**src/rtl/rice_encoder.sv**
```systemverilog
// rice_encoder: Golomb-Rice bit-stream encoder.
// Each accepted symbol is turned into a unary quotient (ones), a terminating
// zero and k remainder bits, or an escape code (Q_ESC ones followed by the raw
// symbol) for large quotients. Codes are packed MSB-first into W_OUT-bit words
// through a 2*W_OUT-bit accumulator. A flush request drains any partial word.

// Simulation-only guard on the Rice parameter of accepted symbols.
module rice_encoder_chk #(
  parameter int W_SYM = 16,
  parameter int KW    = $clog2(W_SYM)
) (
  input logic          clk,
  input logic          rst_n,
  input logic          sym_fire,
  input logic [KW-1:0] s_k
);

  // Report any accepted symbol whose k lies outside 0..W_SYM-1.
  always @(posedge clk) begin
    if (rst_n && sym_fire) begin
      assert (32'(s_k) < W_SYM)
      else $error("rice_encoder: s_k=%0d out of range, using k mod W_SYM", s_k);
    end
  end

endmodule

module rice_encoder #(
  parameter int W_SYM = 16,
  parameter int W_OUT = 32,
  parameter int Q_ESC = 16,
  parameter int KW    = $clog2(W_SYM)
) (
  input  logic                       clk,
  input  logic                       rst_n,
  input  logic                       s_valid,
  output logic                       s_ready,
  input  logic [W_SYM-1:0]           s_data,
  input  logic [KW-1:0]              s_k,
  input  logic                       flush,
  output logic                       flush_done,
  output logic                       m_valid,
  input  logic                       m_ready,
  output logic [W_OUT-1:0]           m_data,
  output logic [$clog2(W_OUT+1)-1:0] m_bits
);

  localparam int ACC_W = 2 * W_OUT;
  localparam int FW    = $clog2(ACC_W + 1);
  localparam int BW    = $clog2(W_OUT + 1);

  typedef enum logic [1:0] {
    ST_IDLE   = 2'd0,
    ST_PREFIX = 2'd1,
    ST_TAIL   = 2'd2,
    ST_FLUSH  = 2'd3
  } state_t;

  // Registered state and its next-state values.
  state_t           state_q, state_d;
  logic [ACC_W-1:0] acc_q, acc_d;
  logic [FW-1:0]    fill_q, fill_d;
  logic [FW-1:0]    rem_q, rem_d;
  logic             esc_q, esc_d;
  logic [W_SYM-1:0] sym_q, sym_d;
  logic [W_SYM-1:0] r_q, r_d;
  logic [KW-1:0]    k_q, k_d;
  logic             s_ready_q, s_ready_d;
  logic             m_valid_q, m_valid_d;
  logic [W_OUT-1:0] m_data_q, m_data_d;
  logic [BW-1:0]    m_bits_q, m_bits_d;
  logic             flush_done_q, flush_done_d;

  // Combinational helpers.
  logic [KW-1:0]    k_eff_s;
  logic [W_SYM-1:0] quo_s;
  logic [W_SYM-1:0] rmask_s;
  logic             esc_s;
  logic [FW-1:0]    unary_s;
  logic [FW-1:0]    free_s;
  logic [FW-1:0]    tlen_s;
  logic [W_SYM-1:0] tval_s;
  logic             pop_s;
  logic [FW-1:0]    n_s;
  logic [FW-1:0]    add_s;
  logic [ACC_W-1:0] ins_s;
  logic [ACC_W-1:0] acc_app_s;
  logic [FW-1:0]    fill_app_s;

  function automatic logic [FW-1:0] min3(input logic [FW-1:0] a,
                                         input logic [FW-1:0] b,
                                         input logic [FW-1:0] c);
    logic [FW-1:0] m;
    m = (a < b) ? a : b;
    return (m < c) ? m : c;
  endfunction

  // Split the offered symbol into quotient, remainder and escape decision.
  always_comb begin
    k_eff_s = KW'(32'(s_k) % W_SYM);
    quo_s   = s_data >> k_eff_s;
    rmask_s = (W_SYM'(1'b1) << k_eff_s) - W_SYM'(1'b1);
    esc_s   = (32'(quo_s) >= Q_ESC);
    if (esc_s) begin
      unary_s = FW'(Q_ESC);
    end else begin
      unary_s = FW'(quo_s);
    end
  end

  // Tail contents, free accumulator space and output pop for this cycle.
  always_comb begin
    free_s = FW'(ACC_W) - fill_q;
    if (esc_q) begin
      // Escape tail: the raw symbol, no terminating zero.
      tlen_s = FW'(W_SYM);
      tval_s = sym_q;
    end else begin
      // Normal tail: '0' then k remainder bits; r < 2^k keeps the top bit 0.
      tlen_s = FW'(k_q) + FW'(1'b1);
      tval_s = r_q;
    end
    pop_s = m_valid_q & m_ready;
  end

  // Next state, accumulator append/pop and next registered output values.
  always_comb begin
    state_d      = state_q;
    rem_d        = rem_q;
    esc_d        = esc_q;
    sym_d        = sym_q;
    r_d          = r_q;
    k_d          = k_q;
    n_s          = '0;
    add_s        = '0;
    ins_s        = '0;
    flush_done_d = 1'b0;

    case (state_q)
      ST_IDLE: begin
        if (s_valid && s_ready_q) begin
          esc_d = esc_s;
          sym_d = s_data;
          r_d   = s_data & rmask_s;
          k_d   = k_eff_s;
          rem_d = unary_s;
          if (quo_s != '0) begin
            state_d = ST_PREFIX;
          end else begin
            state_d = ST_TAIL;
          end
        end else if (flush && !flush_done_q) begin
          // A level held through the done pulse must not start a second flush.
          state_d = ST_FLUSH;
        end else begin
          state_d = ST_IDLE;
        end
      end
      ST_PREFIX: begin
        n_s   = min3(rem_q, FW'(W_OUT), free_s);
        ins_s = ((ACC_W'(1'b1) << n_s) - ACC_W'(1'b1)) << (free_s - n_s);
        add_s = n_s;
        rem_d = rem_q - n_s;
        if (rem_d == '0) begin
          state_d = ST_TAIL;
        end else begin
          state_d = ST_PREFIX;
        end
      end
      ST_TAIL: begin
        if (free_s >= tlen_s) begin
          ins_s   = ACC_W'(tval_s) << (free_s - tlen_s);
          add_s   = tlen_s;
          state_d = ST_IDLE;
        end else begin
          state_d = ST_TAIL;
        end
      end
      ST_FLUSH: begin
        state_d = ST_FLUSH;
      end
      default: begin
        state_d = ST_IDLE;
      end
    endcase

    // New bits land below the current fill; a pop removes the presented word.
    acc_app_s  = acc_q | ins_s;
    fill_app_s = fill_q + add_s;
    if (pop_s) begin
      acc_d  = acc_app_s << W_OUT;
      fill_d = fill_app_s - FW'(m_bits_q);
    end else begin
      acc_d  = acc_app_s;
      fill_d = fill_app_s;
    end

    // A flush completes as soon as the accumulator is empty.
    if ((state_d == ST_FLUSH) && (fill_d == '0)) begin
      state_d      = ST_IDLE;
      flush_done_d = 1'b1;
    end else begin
      flush_done_d = 1'b0;
    end

    // Full words are always presented; a partial word only while flushing.
    m_valid_d = (fill_d >= FW'(W_OUT)) || (state_d == ST_FLUSH);
    if (!m_valid_d) begin
      m_bits_d = '0;
      m_data_d = '0;
    end else if (fill_d >= FW'(W_OUT)) begin
      m_bits_d = BW'(W_OUT);
      m_data_d = acc_d[ACC_W-1 -: W_OUT];
    end else begin
      m_bits_d = BW'(fill_d);
      m_data_d = acc_d[ACC_W-1 -: W_OUT];
    end

    s_ready_d = (state_d == ST_IDLE) && (fill_d < FW'(W_OUT));
  end

  // State, accumulator and output registers with asynchronous clear.
  always_ff @(posedge clk or negedge rst_n) begin
    if (!rst_n) begin
      state_q      <= ST_IDLE;
      acc_q        <= '0;
      fill_q       <= '0;
      rem_q        <= '0;
      esc_q        <= 1'b0;
      sym_q        <= '0;
      r_q          <= '0;
      k_q          <= '0;
      s_ready_q    <= 1'b0;
      m_valid_q    <= 1'b0;
      m_data_q     <= '0;
      m_bits_q     <= '0;
      flush_done_q <= 1'b0;
    end else begin
      state_q      <= state_d;
      acc_q        <= acc_d;
      fill_q       <= fill_d;
      rem_q        <= rem_d;
      esc_q        <= esc_d;
      sym_q        <= sym_d;
      r_q          <= r_d;
      k_q          <= k_d;
      s_ready_q    <= s_ready_d;
      m_valid_q    <= m_valid_d;
      m_data_q     <= m_data_d;
      m_bits_q     <= m_bits_d;
      flush_done_q <= flush_done_d;
    end
  end

  assign s_ready    = s_ready_q;
  assign m_valid    = m_valid_q;
  assign m_data     = m_data_q;
  assign m_bits     = m_bits_q;
  assign flush_done = flush_done_q;

  rice_encoder_chk #(
    .W_SYM (W_SYM),
    .KW    (KW)
  ) u_chk (
    .clk      (clk),
    .rst_n    (rst_n),
    .sym_fire (s_valid & s_ready_q),
    .s_k      (s_k)
  );

endmodule

```
**config.mk**
```make
export PLATFORM = sky130hd
export DESIGN_NAME = rice_encoder
export DESIGN_NICKNAME = d
export VERILOG_FILES = /design/src/rtl/rice_encoder.sv
export SDC_FILE = /design/constraint.sdc
export NUM_CORES = 1
export LEC_CHECK = 0
export ABC_CLOCK_PERIOD_IN_PS = 23200
export CAP_MARGIN = 20
export CORE_MARGIN = 5
export CORE_UTILIZATION = 45
export DETAILED_ROUTE_END_ITERATION = 10
export MAX_ROUTING_LAYER = met4
export PLACE_DENSITY = 0.59
export SKIP_CTS_REPAIR_TIMING = 1
export SLEW_MARGIN = 10
export SYNTH_ARGS = -nofsm -noshare
export SYNTH_HDL_FRONTEND = slang
export SYNTH_SLANG_ARGS = --single-unit
```
**constraint.sdc**
```tcl
create_clock -name clk -period 23.2 [get_ports clk]
set_input_delay 2.32 -clock clk [delete_from_list [all_inputs] [get_ports clk]]
set_output_delay 2.32 -clock clk [all_outputs]
set_load 0.005 [all_outputs]
```
==> impl_results.md <==
- Status: finished, final reports clean
- Grt met2 use: 54.5%
- First drt pass iteration count: 6
- CTS buffer count: 17
- Gpl congestion: 1.08
- Core ar.: 37,600 sq um
- Total GRT Usage: 38.6%
- I/O Buffers: 65
- Synthesized area: 17,100 sq um
- Boundary Pins: between 60 and 70
- Avg Inst Size Synth: 7.43 sq um
- Share of layout cells above drive strength 1: under 10%
- Crit start category: flop
- Largest net degree at the start of global routing: 96
- Clock Latency Late Sink: about 0.45 ns
- Global-route wire length before repair: 120 mm
- GR Util met1: 52.1%
- Initial DRC count: 2,911
- HP Class: reg -> reg
- Gate Count Post-Synth: between 2,000 and 2,500
- Yosys reg bits: 158
- Yosys top cell by area: dfrtp_1
- Sink Count: around 160
- Area fraction of the dominant cell type after synthesis: approximately 23%
- Worst EP required: ~24 ns
- Worst-path fanout max: 20
- Kind of end point of the critical path: flop
- CTS tree: yes
- R2r setup slk: 14.19 ns
- Asr flop ratio synth: 100%
- Post-route ant nets: 0
- Routed length per instance: a little under 30 um
- Via Count: about 20,000
- Crit Path Class: reg -> reg
- Worst Tran Pin Value: 1.20 ns
- Most frequent cells in the layout: nand2_1 (326), nor2_1 (248), dfrtp_1 (158), a21oi_1 (157), o21ai_0 (141)
- Tcrit/Tclk final: 38.8%
- RSZ-0062 raised after global routing: no
- Die height: about 200 um
- Final TNS setup: 0 ns
- Die width: about 200 um
- Max-cap check violation count: 0
- WP data arrival: 9.33 ns
- Register area share after synthesis: 23.2%
- Worst-case clock skew: 0.00922 ns
- Commonest non-fill, non-tap cell in the layout: nand2_1
- GR peak layer: met2
- Crit-path slowest cell: ha_1
- Largest cells by area after synthesis: dfrtp_1 (23%), nand2_1 (7.2%), nor2_1 (5.5%), a21oi_1 (4.6%), o21ai_0 (4.1%)
- Area grow syn2layout: 9.73%
- Synthesis Warnings: 0
- Clock buffer depth: 2
- Final wirelength: 80.6 mm
- Ys flop type: dfrtp_1
- Hold Vio Cnt, Final: 0
- Post-route DRC violation count: 0
- Initial antenna violation count: 2
- CTS Root Cell: clkbuf_16
- Clock transition at the registers of the reported paths: 0.07 ns
- Slowest cell delay on critical path: 0.86 ns
- Syn nets: 2,365
- Std-Cell Rows: 71
- Nets: 2,335
- Setup-failing EPs final: 0
- H-tree depth: 4
- Starting density of the core: a little under half
- Number of global-route vias before repair: 18,328
- Detailed Place HPWL: 60.6 mm
- EDFF count, synth: 0
- Global-route track usage on met3: about a tenth
- Post-route minimum period: around 9.0 ns
- Max_slew headroom: 19.1%
- GRT overflow: 0
- Die ar.: 41,900 sq um
- Max frequency: roughly 110 MHz
- Yosys cell types: ~110
- Vias/cell: 7.11
- Slew Viols, Final: 0
==> synth_stat cells, types with 25 or more instances <==
cell and count:
inv_1 57, nor3_1 88, o211ai_1 30, clkbuf_1 130
nor2_1 248, ha_1 38, nand3_1 78, and2_1 30
xnor2_1 31, dfrtp_1 158, a21oi_1 157, o31ai_1 32
o21a_1 25, a31oi_1 30, mux2i_1 66, o22ai_1 27
nand2_1 326, a211oi_1 41, o21ai_0 141
==> flip-flops by register name (all words and copies together) (netlist names), 2 cells and up <==
register and count:
acc_q 64, fill_q 7, k_q 4, m_bits 6, m_data 32, r_q 16, rem_q 7, state_q 2
sym_q 16
==> through the flow <==
stage | utilization [%] | instance area, sq um | std cells | hold slack, ns | setup WS (ns)
after floorplan | - | 17100 | 2297 | 0.449 | 15.91
after global placement | 48.3 | 18200 | 2757 | 0.462 | 14.84
after detailed placement | 48.3 | 18200 | 2757 | 0.473 | 14.48
after CTS | 49.8 | 18700 | 2789 | 0.487 | 14.42
after global routing | 49.9 | 18700 | 2793 | 0.510 | 13.68
final | 49.9 | 18700 | 2793 | 0.487 | 14.19
==> worst paths after layout <==
path	from	to	cells past startpoint
worst max register to register	fill_q[0]	m_data[22]	30
worst max-delay path	fill_q[0]	m_data[22]	30
max in group asynchronous	rst_n	acc_q[33]	2
worst min-delay path	acc_q[4]	acc_q[4]	2
min in group asynchronous	rst_n	m_data[18]	1
worst min register to register	acc_q[4]	acc_q[4]	2
==> critical path: cells and delay by family (launching register included) <==
kind                     cells  cell delay (ns)
flip-flops                   1             0.73
AO/OA/AOI/OAI               10             2.15
adder cells (fa/ha/maj)      5             2.14
buffers and inverters        6             2.03
AND/OR/NAND/NOR              7             1.33
XOR/XNOR                     2             0.43
==> area by class of cell <==
class,instances,area (sq um)
clock buffers,19,433
diodes,2,5.00
flip-flops and latches,158,3950
well taps,511,639
inverters,60,225
multi-input cells,1907,12300
repair buffers,123,1080
fillers,3725,18800
clock inverters,13,128
==> routing by layer <==
layer / routed length (um) / part of all wire, %
met3: 9400 / 12
met5: 0 / 0
met2: 33600 / 42
met4: 4860 / 6.0
met1: 32800 / 41
==> cell families (layout without fill, tap and decap cells) <==
group | Yosys count | in the layout | synth area share (%)
fa+ha+maj | 46 | 46 | 3.55
xor+xnor | 50 | 50 | 2.76
compound gates | 785 | 785 | 32.4
other cells | 0 | 2 | 0
buf+inv | 232 | 215 | 5.43
flops | 158 | 158 | 23.2
mux | 104 | 104 | 7.89
simple gates | 922 | 922 | 24.8
Power is left out: the tool's default activity adds up to more than one toggle a clock period on the data nets, which glitch-free logic cannot reach.
